File: config.mk
export PLATFORM = sky130hd
export DESIGN_NAME = program_loader
export DESIGN_NICKNAME = d
export VERILOG_FILES = /design/src/rtl/loader_pkg.sv /design/src/rtl/byte_assembler.sv /design/src/rtl/program_loader.sv
export SDC_FILE = /design/constraint.sdc
export NUM_CORES = 1
export LEC_CHECK = 0
export ABC_CLOCK_PERIOD_IN_PS = 4100
export BUFFER_PORTS_ARGS = -buffer_cell sky130_fd_sc_hd__buf_2
export CAP_MARGIN = 30
export CORE_ASPECT_RATIO = 2
export CORE_MARGIN = 5
export CORE_UTILIZATION = 45
export DETAILED_ROUTE_END_ITERATION = 12
export PLACE_DENSITY_LB_ADDON = 0.25
export SLEW_MARGIN = 10
export SYNTH_ARGS = -nofsm -noshare
export SYNTH_HDL_FRONTEND = slang
export SYNTH_SLANG_ARGS = --single-unit
File: constraint.sdc
create_clock -name clock -period 4.1 [get_ports clock]
set_input_delay 0.41 -clock clock [delete_from_list [all_inputs] [get_ports clock]]
set_output_delay 0.41 -clock clock [all_outputs]
set_load 0.03 [all_outputs]
File: src/rtl/loader_pkg.sv
`default_nettype none
// ============================================================================
// Module      : loader_pkg
// Description : Shared types and constants for the UART program loader.
// Revision    : 1.0 - initial release
// ============================================================================
package loader_pkg;

  // Loader protocol states.
  typedef enum logic [2:0] {
    SEND_HELLO = 3'd0,
    RECV_SIZE  = 3'd1,
    RECV_PROG  = 3'd2,
    SEND_ACK   = 3'd3,
    DONE       = 3'd4,
    ERROR      = 3'd5
  } state_t;

  localparam logic [7:0] HELLO_BYTE = 8'h99;
  localparam logic [7:0] ACK_BYTE   = 8'haa;
  localparam int         SIZE_BYTES = 4;

  // A program size must be a whole number of 32-bit words.
  function automatic logic size_misaligned(input logic [31:0] nbytes);
    return nbytes[1:0] != 2'b00;
  endfunction

endpackage : loader_pkg
`default_nettype wire

File: src/rtl/byte_assembler.sv
`default_nettype none
// ============================================================================
// Module      : byte_assembler
// Description : Little-endian 4-byte shift register with position counter.
//               word_valid pulses for one cycle after every 4th byte.
// Revision    : 1.0 - initial release
// ============================================================================
module byte_assembler
  import loader_pkg::*;
(
  input  logic        clock,
  input  logic        resetn,
  input  logic        byte_valid,
  input  logic [7:0]  byte_in,
  output logic [31:0] word,
  output logic        word_valid
);

  localparam int CW = $clog2(SIZE_BYTES);

  logic [CW-1:0] count;

  // Shift each byte in from the top so the first byte ends up in bits [7:0].
  always_ff @(posedge clock or negedge resetn) begin
    if (!resetn) begin
      word       <= '0;
      count      <= '0;
      word_valid <= 1'b0;
    end else begin
      word_valid <= 1'b0;
      if (byte_valid) begin
        word <= {byte_in, word[31:8]};
        if (count == CW'(SIZE_BYTES - 1)) begin
          count      <= '0;
          word_valid <= 1'b1;
        end else begin
          count <= count + 1'b1;
        end
      end
    end
  end

endmodule : byte_assembler
`default_nettype wire

File: src/rtl/program_loader.sv
`default_nettype none
// ============================================================================
// Module      : program_loader
// Description : UART boot loader. Sends 0x99, receives a 4-byte little-endian
//               byte count and the program, writes it word by word into
//               instruction memory, then sends 0xAA and raises loaded.
// Revision    : 1.0 - initial release
// ============================================================================
module program_loader
  import loader_pkg::*;
#(
  parameter int ADDR_WIDTH = 15,
  parameter int MAX_WORDS  = 2**ADDR_WIDTH
) (
  input  logic                  clock,
  input  logic                  resetn,
  input  logic                  rx_ready,
  input  logic [7:0]            rdata,
  input  logic                  ferr,
  input  logic                  tx_busy,
  output logic                  tx_start,
  output logic [7:0]            sdata,
  output logic                  imem_we,
  output logic [ADDR_WIDTH-1:0] imem_addr,
  output logic [31:0]           imem_wd,
  output logic                  loaded,
  output logic                  error
);

  // Word index carries one extra bit so a MAX_WORDS program cannot overflow.
  localparam int         IW        = ADDR_WIDTH + 1;
  localparam logic [63:0] MAX_BYTES = 64'(MAX_WORDS) * 64'd4;

  state_t          state, state_next;
  logic [1:0]      rst_sync;
  logic [IW-1:0]   word_index;
  logic [IW-1:0]   size_words;
  logic [31:0]     word;
  logic            word_valid;
  logic            byte_valid;
  logic            tx_start_next;
  logic [7:0]      sdata_next;
  logic            load_size;
  logic            bump_index;

  // Bytes are only consumed while receiving; framing-error bytes are dropped.
  assign byte_valid = rx_ready && !ferr && (state == RECV_SIZE || state == RECV_PROG);

  byte_assembler u_assembler (
    .clock      (clock),
    .resetn     (resetn),
    .byte_valid (byte_valid),
    .byte_in    (rdata),
    .word       (word),
    .word_valid (word_valid)
  );

  // Delay the effect of reset release by two edges so the handshake starts cleanly.
  always_ff @(posedge clock or negedge resetn) begin
    if (!resetn) rst_sync <= 2'b00;
    else         rst_sync <= {rst_sync[0], 1'b1};
  end

  // State register and registered transmit request.
  always_ff @(posedge clock or negedge resetn) begin
    if (!resetn) begin
      state    <= SEND_HELLO;
      tx_start <= 1'b0;
      sdata    <= 8'h00;
    end else begin
      state    <= state_next;
      tx_start <= tx_start_next;
      sdata    <= sdata_next;
    end
  end

  // Program length (in words) and the write pointer.
  always_ff @(posedge clock or negedge resetn) begin
    if (!resetn) begin
      size_words <= '0;
      word_index <= '0;
    end else if (load_size) begin
      size_words <= word[IW+1:2];
      word_index <= '0;
    end else if (bump_index) begin
      word_index <= word_index + 1'b1;
    end
  end

  // Next-state and transmit decisions.
  always_comb begin
    state_next    = state;
    tx_start_next = 1'b0;
    sdata_next    = sdata;
    load_size     = 1'b0;
    bump_index    = 1'b0;
    case (state)
      SEND_HELLO: begin
        if (rst_sync[1] && !tx_busy && !tx_start) begin
          tx_start_next = 1'b1;
          sdata_next    = HELLO_BYTE;
          state_next    = RECV_SIZE;
        end
      end
      RECV_SIZE: begin
        if (rx_ready && ferr) begin
          state_next = ERROR;
        end else if (word_valid) begin
          if (word == 32'd0) begin
            state_next = SEND_ACK;
          end else if (size_misaligned(word) || ({32'd0, word} > MAX_BYTES)) begin
            state_next = ERROR;
          end else begin
            load_size  = 1'b1;
            state_next = RECV_PROG;
          end
        end
      end
      RECV_PROG: begin
        if (word_valid) begin
          bump_index = 1'b1;
          if (word_index == size_words - 1'b1) state_next = SEND_ACK;
        end
        if (rx_ready && ferr) state_next = ERROR;
      end
      SEND_ACK: begin
        if (!tx_busy && !tx_start) begin
          tx_start_next = 1'b1;
          sdata_next    = ACK_BYTE;
          state_next    = DONE;
        end
      end
      DONE:    state_next = DONE;
      ERROR:   state_next = ERROR;
      default: state_next = SEND_HELLO;
    endcase
  end

  // The write strobe follows the assembler's completion pulse directly.
  assign imem_we   = (state == RECV_PROG) && word_valid;
  assign imem_addr = word_index[ADDR_WIDTH-1:0];
  assign imem_wd   = word;
  assign loaded    = (state == DONE);
  assign error     = (state == ERROR);

endmodule : program_loader
`default_nettype wire

==> metrics.md, run 1 <==
| Metric | Value |
|---|---|
| Mux contribution to synthesized area | `0.143` |
| Final ANT Viol Nets | `0` |
| Worst Max-Slew Pin Slew | `0.736 ns` |
| Vias | `2888` |
| FFs w/ async S/R, synth | `1.00` |
| Worst-path clk slew | `0.06 ns` |
| Mean post-synth cell area | `11.0 µm²` |
| Ys Warns | `0` |
| Lkg Pwr | `0.00218 µW` |
| Hold path endpoint | `u_assembler.word[28]$_DFFE_PN0P_` |
| Critical path data arrival time | `2.95 ns` |
| CTS tree | `yes` |
| Drt pass-1 iters | `4` |
| Worst Setup SP | `size_words[0]$_DFFE_PN0P_` |
| Net Sw Power | `745 µW` |
| Register area share after synthesis | `0.477` |
| Int Power | `1500 µW` |
| Fmax | `371 MHz` |
| Worst Hold Slack | `0.299 ns` |
| EDFF count, synth | `0` |
| Final min period | `2.70 ns` |
| Layout cell share with drive strength beyond 1 | `0.344` |
| Comb pwr share | `0.212` |
| Slew Limit Headroom | `0.505` |
| Place WS | `1.44 ns` |
| PortBufs | `69` |
| Skew final | `0.00662 ns` |
| Routability cong. | `0.859` |
| Non-filler cells, final | `521` |
| Synth Area in Adders | `0.00942` |
| Placed cells | `503` |
| Row cnt | `48` |
| Sequential share of power | `0.427` |
| Reg-to-reg endpoint | `state[0]$_DFFE_PN0P_` |
| Internal reg-to-reg setup slack | `1.40 ns` |
| CP endpoint kind | `register` |
| DR iter-0 viols | `162` |
| Setup bufs post-CTS | `0` |
| Largest net degree at the start of global routing | `77` |
| WL/cell | `17.9 µm` |
| GRT Resource Usage Total | `0.178` |
| DRC | `0` |
| Core area | `8650 µm²` |
| # setup viols final | `0` |
| I/O pins | `72` |
| First-pass GRT wire length | `15200 µm` |
| Hold Startpoint | `rdata[4]` |
| Crit path max fanout | `6` |
| Combinational family with the most area after synthesis | `simple AND/OR/NAND/NOR gates` |
| Vias in the first global route | `2992` |
| Initial Util | `0.461` |
| Distinct cells, synth | `52` |
| Dpl hpwl | `6950 µm` |
| Hold Path Cell Cnt | `2` |
| Vias/cell | `5.54` |
| Die Area | `11000 µm²` |
| Top_reg_cell synth | `dfrtp_1` |
| Area share of the largest cell type after synthesis | `0.477` |
| Startpoint type of the worst setup path | `register` |
| Global route overflow | `0` |
| CTS max path bufs | `2` |
| Setup tns final | `0 ns` |
| Min-delay worst type | `in2reg` |
| Power per cell area | `486 nW/µm²` |
| Wirelength, routed | `9350 µm` |
| Ant diodes | `0` |
| Final layout net count | `432` |
| Simple-Gate Fraction of Synth Area | `0.176` |
| Initial antenna violation count | `0` |
| TritonCTS buffer count | `9` |
| Mapped cell area | `3990 µm²` |
| Worst VDD drop | `0.364 mV` |
| Sw Share | `0.332` |
| Root buffer cell | `clkbuf_16` |
| R2r startpoint | `size_words[0]$_DFFE_PN0P_` |
| Worst R2R Path Depth | `8` |
| WP data required | `4.35 ns` |
| Final Cycle Share | `0.658` |
| Clock power share | `0.361` |
| Fillers | `810` |
| Flops & latches, synth | `76` |
| Die Wd | `76.6 µm` |
| Synth Area in XOR/XNOR | `0.0703` |
| Unrepaired setup endpoints after global routing | `false` |
| Die H | `143 µm` |
| Worst skew pair latency | `0.34 ns` |
| Synth Area in Compound Gates | `0.0562` |
| Post-layout util | `0.534` |
| Commonest non-fill, non-tap cell in the layout | `dfrtp_1` |
| Most frequent cells in the layout | `dfrtp_1, buf_2, mux2_2` |
| CTS H-Tree Depth | `3` |
| Mapped Cells | `364` |
| Sink Count | `76` |
| Layout area overhead | `15.9%` |
| Critical path type | `reg2reg` |
| Final hold vios | `0` |
| Outcome | `finished clean` |
| Post-synth top area cell | `dfrtp_1` |
| Max-cap violations | `0` |
| Final-report max-slew violation count | `0` |
| Synth area leaders | `dfrtp_1, mux2_2, buf_4` |
| Final WS setup | `1.40 ns` |
==> synth_stat cells (3+ instances only) <==
library cell  instances
o21ai_0               4
buf_2                 3
nand3_1               8
nand2_1              12
nor4_1               10
nor3_1               12
ha_1                  3
or3_1                 5
inv_1                10
mux2_2               43
nor2_1               34
nand2b_1              3
buf_4                22
dfrtp_1              76
and3_1                6
mux2_1                6
a21oi_1              11
xor2_1               18
or2_2                 3
xnor2_1              14
a211oi_1              3
nand4_1              12
clkbuf_1              9
==> worst max-delay path by stage <==
| stage | endpoint | slack, ns |
|---|---|---|
| 2_1_floorplan | size_words[10]$_DFFE_PN0P_ | 1.81 |
| 3_3_place_gp | word_index[3]$_DFFE_PN0P_ | 1.24 |
| 3_5_place_dp | state[0]$_DFFE_PN0P_ | 1.44 |
| 4_1_cts | state[0]$_DFFE_PN0P_ | 1.42 |
| 5_1_grt | state[0]$_DFFE_PN0P_ | 1.30 |
| 6_report | state[0]$_DFFE_PN0P_ | 1.40 |
==> per-layer routing <==
layer / up-vias / share of wire / global-route usage
met4: 0 / 0.048 / 0.112
met2: 69 / 0.55 / 0.324
li1: 1378 / - / -
met1: 1415 / 0.36 / 0.177
met3: 26 / 0.042 / 0.0455
met5: - / 0 / 0
==> cell families (layout without fill, tap and decap cells) <==
logic type / after synthesis / count (layout)
AO/OA/AOI/OAI: 33 / 33
XOR/XNOR: 32 / 32
adder cells (fa/ha/maj): 3 / 3
buffers and inverters: 45 / 101
flip-flops: 76 / 76
multiplexers: 51 / 51
other: 2 / 3
AND/OR/NAND/NOR: 122 / 122
==> stage by stage <==
step,instance area [µm²],total power (µW)
floorplan,3990,1270
detailed placement,4270,1450
global placement,4260,1440
finish,4620,2250
CTS,4580,2270
global route,4620,2360
==> power by group through the flow <==
stage | sequential (µW) | clock, µW | combinational (µW)
final | 960 | 811 | 477
after global routing | 975 | 865 | 519
after global placement | 967 | 0 | 474
after floorplan | 1090 | 0 | 179
after detailed placement | 972 | 0 | 479
after CTS | 959 | 828 | 480
==> sequential cells by signal (all words and copies together) (netlist names) <==
name                    count
rst_sync                    2
word_index                 16
state                       3
size_words                 16
tx_start                    1
u_assembler.word           32
u_assembler.word_valid      1
u_assembler.count           2
sdata                       3
==> timing repair <==
action,in CTS,in global routing
hold buffers,0,1
resized for setup,0,0
endpoints found under the hold margin,0,8
==> critical path: stages, from the launching register on <==
cell       delay, ns
dfrtp_1         0.43
inv_1           0.09
ha_1            0.26
or4b_4          0.53
nor4b_2         0.25
nor3_1          0.11
a2111oi_2       0.34
o2111ai_1       0.30
a41oi_1         0.30
==> cell type report <==
class / count / area, µm² / share of cell area
repair buffers: 75 / 419 / 0.0907
flip-flops and latches: 76 / 1900 / 0.412
clock buffers: 10 / 239 / 0.0517
inverters: 10 / 37.5 / 0.00813
well taps: 100 / 125 / 0.0271
clock inverters: 6 / 71.3 / 0.0154
multi-input cells: 244 / 1830 / 0.395
Power figures use the tool's default switching activity.
==> inputs of run 2 (changes only) <==
ABC_CLOCK_PERIOD_IN_PS = 2600   (was 4100)
clock period = 2.6 ns   (was 4.1 ns; I/O delays follow)
==> metrics.md, run 2 (synthesized netlist as in run 1, its figures left out) <==
| Metric | Value |
|---|---|
| Outcome | `finished clean` |
| Worst VDD drop | `0.715 mV` |
| Worst skew pair latency | `0.33 ns` |
| Root buffer cell | `clkbuf_16` |
| Routability cong. | `0.878` |
| Die Wd | `76.6 µm` |
| Number of flip-flops in the largest register | `32` |
| Power per cell area | `788 nW/µm²` |
| Initial Util | `0.461` |
| First-pass GRT wire length | `15500 µm` |
| Critical path data arrival time | `2.75 ns` |
| Final ANT Viol Nets | `0` |
| CTS H-Tree Depth | `3` |
| Worst Hold Slack | `0.158 ns` |
| Max stage delay on crit path | `0.51 ns` |
| CP cell instances | `inv_1, ha_2, or4b_4, nor4b_2, nor3_1, a2111oi_2, o2111ai_2, a41oi_1` |
| WL/cell | `18.0 µm` |
| # setup viols final | `0` |
| Startpoint type of the worst setup path | `register` |
| Final WS setup | `0.102 ns` |
| CP endpoint kind | `register` |
| CP delay by family, top | `simple AND/OR/NAND/NOR gates` |
| Post-DP Area | `4300 µm²` |
| Crit path max fanout | `6` |
| Worst Max-Slew Pin Slew | `0.506 ns` |
| Skew final | `0.00617 ns` |
| I/O pins | `72` |
| Seq. cell area | `1900 µm²` |
| Setup bufs post-CTS | `0` |
| Max-cap violations | `0` |
| DRC | `0` |
| Final hold vios | `0` |
| Worst R2R Path Depth | `8` |
| Largest net degree at the start of global routing | `77` |
| Die H | `143 µm` |
| Worst Setup SP | `size_words[0]$_DFFE_PN0P_` |
| CP max stage cell | `or4b_4` |
| CTS tree | `yes` |
| Layout area overhead | `18.2%` |
| Final Cycle Share | `0.961` |
| Drt pass-1 iters | `6` |
| Reg-to-reg endpoint | `state[0]$_DFFE_PN0P_` |
| Layout cell share with drive strength beyond 1 | `0.355` |
| Core area | `8650 µm²` |
| Die Area | `11000 µm²` |
| Vias/cell | `5.60` |
| Initial antenna violation count | `0` |
| Internal reg-to-reg setup slack | `0.10 ns` |
| Fillers | `804` |
| Final layout net count | `434` |
| Place WS | `0.0681 ns` |
| Levels on crit path | `8` |
| PortBufs | `69` |
| GRT Resource Usage Total | `0.179` |
| Fmax | `400 MHz` |
| Dpl hpwl | `6970 µm` |
| Vias in the first global route | `3128` |
| Min-delay worst type | `in2reg` |
| CTS max path bufs | `2` |
| Ant diodes | `0` |
| CP bufs+invs | `1` |
| Wirelength, routed | `9440 µm` |
| TritonCTS buffer count | `9` |
| Final min period | `2.50 ns` |
| Global route overflow | `0` |
| Critical Path Sink | `state[0]$_DFFE_PN0P_` |
| Cell area after layout | `4710 µm²` |
| Footprint of the multi-input gates | `1860 µm²` |
| Lkg Pwr | `0.00223 µW` |
| Row cnt | `48` |
| Top Registers | `u_assembler.word x32, size_words x16, word_index x16` |
| Worst-path clk slew | `0.06 ns` |
| Most frequent cells in the layout | `dfrtp_1, buf_2, mux2_2` |
| WP data required | `2.85 ns` |
| Vias | `2930` |
| Final-report max-slew violation count | `0` |
| Critical path type | `reg2reg` |
| Slew Limit Headroom | `0.658` |
| Sink Count | `76` |
| Commonest non-fill, non-tap cell in the layout | `dfrtp_1` |
| R2r startpoint | `size_words[0]$_DFFE_PN0P_` |
| DR iter-0 viols | `100` |
| Biggest register | `u_assembler.word` |
[run 2: cell count changes in the layout (fill, tap and decap cells not counted), sizes merged]
cell,delta
buf,+2
bufinv,+2
clkbuf,-1
clkinv,+1
clkinvlp,-2
[run 2: worst min path at each step]
| stage | start | end | depth (start not counted) |
|---|---|---|---|
| 2_1_floorplan | resetn | rst_sync[0]$_DFF_PN0_ | 0 |
| 3_3_place_gp | rst_sync[0]$_DFF_PN0_ | rst_sync[1]$_DFF_PN0_ | 0 |
| 3_5_place_dp | rst_sync[0]$_DFF_PN0_ | rst_sync[1]$_DFF_PN0_ | 0 |
| 4_1_cts | resetn | word_index[13]$_DFFE_PN0P_ | 1 |
| 5_1_grt | rdata[6] | u_assembler.word[30]$_DFFE_PN0P_ | 2 |
| 6_report | rdata[3] | u_assembler.word[27]$_DFFE_PN0P_ | 2 |
[run 2: per-layer routing]
layer	global-route usage	vias to the layer above	routed length (µm)
met4	0.127	0	539
met1	0.178	1439	3340
met2	0.325	80	5190
met3	0.0366	30	367
met5	0	-	0
li1	-	1381	-
[run 2: power breakdown]
group	internal [µW]	total (µW)	switching [µW]
Sequential	1330	1510	184
Clock	944	1440	498
Combinational	270	762	492
Total	2540	3720	1170
[run 2: cell type report]
type	count	share of cell area
Clock inverter	7	0.0258
Sequential cell	76	0.404
Multi-Input combinational cell	244	0.394
Tap cell	100	0.0266
Clock buffer	9	0.0478
Timing Repair Buffer	77	0.0940
Inverter	10	0.00797
[run 2: stage by stage]
step / cells / setup TNS (ns) / total power (µW) / utilization
finish: 523 / 0 / 3720 / 0.545
floorplan: 365 / 0 / 2000 / -
global route: 523 / -0.0195 / 3900 / 0.545
global placement: 505 / 0 / 2270 / 0.497
CTS: 521 / 0 / 3750 / 0.537
detailed placement: 505 / 0 / 2290 / 0.497
[run 2: worst register-to-register path, delay by kind of cell, from the launching register on]
family,cells,cell delay [ns]
DFF,1,0.44
adders and majority gates,1,0.22
buffers and inverters,1,0.09
and+or+nand+nor,3,0.87
AOI/OAI and AO/OA,3,0.81
[run 2: what timing repair did]
action / CTS / global route
setup endpoints to repair: 1 / 17
hold endpoints to repair: 0 / 9
pin swaps: 1 / 1
gates resized for setup: 1 / 4
gates cloned: 0 / 0
hold buffers: 0 / 1
==> inputs of run 3 (changes only) <==
RECOVER_POWER = 50   (was not set)
==> metrics.md, run 3 (synthesized netlist as in run 1, its figures left out) <==
| Metric | Value |
|---|---|
| Worst R2R Path Depth | `8` |
| Final-report max-slew violation count | `0` |
| Place WS | `0.0681 ns` |
| Max-cap violations | `0` |
| WL/cell | `18.0 µm` |
| Fmax | `403 MHz` |
| Vias in the first global route | `3128` |
| Sw Share | `0.318` |
| # setup viols final | `0` |
| CTS H-Tree Depth | `3` |
| Final WS setup | `0.116 ns` |
| Row cnt | `48` |
| Placed cells | `505` |
| Final ANT Viol Nets | `0` |
| Commonest non-fill, non-tap cell in the layout | `dfrtp_1` |
| Critical path data arrival time | `2.73 ns` |
| Final Cycle Share | `0.956` |
| Comb pwr share | `0.199` |
| Slew Limit Headroom | `0.397` |
| PortBufs | `69` |
| Vias | `2954` |
| DRC | `0` |
| Worst Max-Slew Pin Slew | `0.905 ns` |
| Largest net degree at the start of global routing | `77` |
| Biggest register | `u_assembler.word` |
| Worst Hold Slack | `0.157 ns` |
| Vias/cell | `5.65` |
| Die Area | `11000 µm²` |
| Post-layout util | `0.539` |
| Core area | `8650 µm²` |
| WP data required | `2.85 ns` |
| Net Sw Power | `1170 µW` |
| Most frequent cells in the layout | `dfrtp_1, buf_2, mux2_2` |
| Fillers | `822` |
| Die H | `143 µm` |
| Clock power share | `0.391` |
| Wirelength, routed | `9420 µm` |
| Non-filler cells, final | `523` |
| Skew final | `0.00572 ns` |
| Initial antenna violation count | `0` |
| Sink Count | `76` |
| Number of flip-flops in the largest register | `32` |
| Ant diodes | `0` |
| Drt pass-1 iters | `6` |
| Worst skew pair latency | `0.33 ns` |
| Startpoint type of the worst setup path | `register` |
| Root buffer cell | `clkbuf_16` |
| Initial Util | `0.461` |
| Sequential share of power | `0.410` |
| Layout cell share with drive strength beyond 1 | `0.296` |
| I/O pins | `72` |
| Top Registers | `u_assembler.word x32, size_words x16, word_index x16` |
| Outcome | `finished clean` |
| Crit path max fanout | `6` |
| CTS tree | `yes` |
| Power per cell area | `792 nW/µm²` |
| CTS max path bufs | `2` |
| Worst VDD drop | `0.712 mV` |
| GRT Resource Usage Total | `0.179` |
| TritonCTS buffer count | `9` |
| Min-delay worst type | `in2reg` |
| Critical path type | `reg2reg` |
| DR iter-0 viols | `102` |
| Lkg Pwr | `0.00214 µW` |
| Dpl hpwl | `6970 µm` |
| Final min period | `2.48 ns` |
| Layout area overhead | `16.9%` |
| Int Power | `2510 µW` |
| Final layout net count | `434` |
| Routability cong. | `0.878` |
| Die Wd | `76.6 µm` |
| Worst-path clk slew | `0.06 ns` |
| First-pass GRT wire length | `15500 µm` |
| CP endpoint kind | `register` |
| Final hold vios | `0` |
| Hold Path Cell Cnt | `2` |
| Global route overflow | `0` |
-- run 3: cell types whose count changed in the layout (fill, tap and decap cells not counted), sizes merged --
cell,previous run,this run
buf,76,50
clkbuf,9,35
-- run 3: timing repair --
item                                    CTS  global route
pin swaps                                 1             1
hold buffers                              0             1
endpoints found under the setup margin    1            17
resized for setup                         1             4
buffers inserted                          0             0
hold endpoints to repair                  0             9
-- run 3: path summary, 6_finish.rpt --
path	endpoint	slack, ns	from
hold / removal	u_assembler.word[26]$_DFFE_PN0P_	0.16	rdata[2]
setup reg to reg	state[0]$_DFFE_PN0P_	0.12	size_words[0]$_DFFE_PN0P_
min in group asynchronous	word_index[13]$_DFFE_PN0P_	0.41	resetn
max in group asynchronous	word_index[5]$_DFFE_PN0P_	0.84	resetn
hold reg to reg	rst_sync[1]$_DFF_PN0_	0.35	rst_sync[0]$_DFF_PN0_
setup / recovery	state[0]$_DFFE_PN0P_	0.12	size_words[0]$_DFFE_PN0P_
-- run 3: through the flow --
stage	TNS, ns	power (µW)	area (µm²)
2_1_floorplan	0	2000	3990
3_3_place_gp	0	2270	4300
3_5_place_dp	0	2290	4300
4_1_cts	0	3750	4650
5_1_grt	-0.0254	3880	4660
6_report	0	3690	4660
-- run 3: layout make-up --
class | instances | area, µm² | share of cell area
tap | 100 | 125 | 0.0269
clock buffer | 9 | 225 | 0.0483
timing repair buffer | 77 | 389 | 0.0835
clock inverter | 7 | 121 | 0.0261
multi-input combinational | 244 | 1860 | 0.399
sequential | 76 | 1900 | 0.408
inverter | 10 | 37.5 | 0.00806
-- run 3: power by group through the flow --
| stage | Sequential (µW) | Clock [µW] | Combinational (µW) |
|---|---|---|---|
| 6_report | 1510 | 1440 | 732 |
| 5_1_grt | 1540 | 1530 | 804 |
| 4_1_cts | 1510 | 1470 | 764 |
| 3_5_place_dp | 1530 | 0 | 761 |
| 3_3_place_gp | 1520 | 0 | 753 |
| 2_1_floorplan | 1720 | 0 | 282 |
-- run 3: worst max-delay path, stage by stage, from the launching register on --
cell       delay, ns
dfrtp_1         0.44
inv_1           0.09
ha_2            0.22
or4b_4          0.51
nor4b_2         0.24
nor3_1          0.11
a2111oi_2       0.32
o2111ai_2       0.23
a41oi_1         0.25
-- run 3: layer usage --
layer	wire, µm	up-vias	track usage	part of all wire
li1	-	1382	-	-
met1	3290	1459	0.178	0.35
met2	5210	83	0.325	0.55
met3	378	30	0.0366	0.040
met4	540	0	0.127	0.057
met5	0	-	0	0
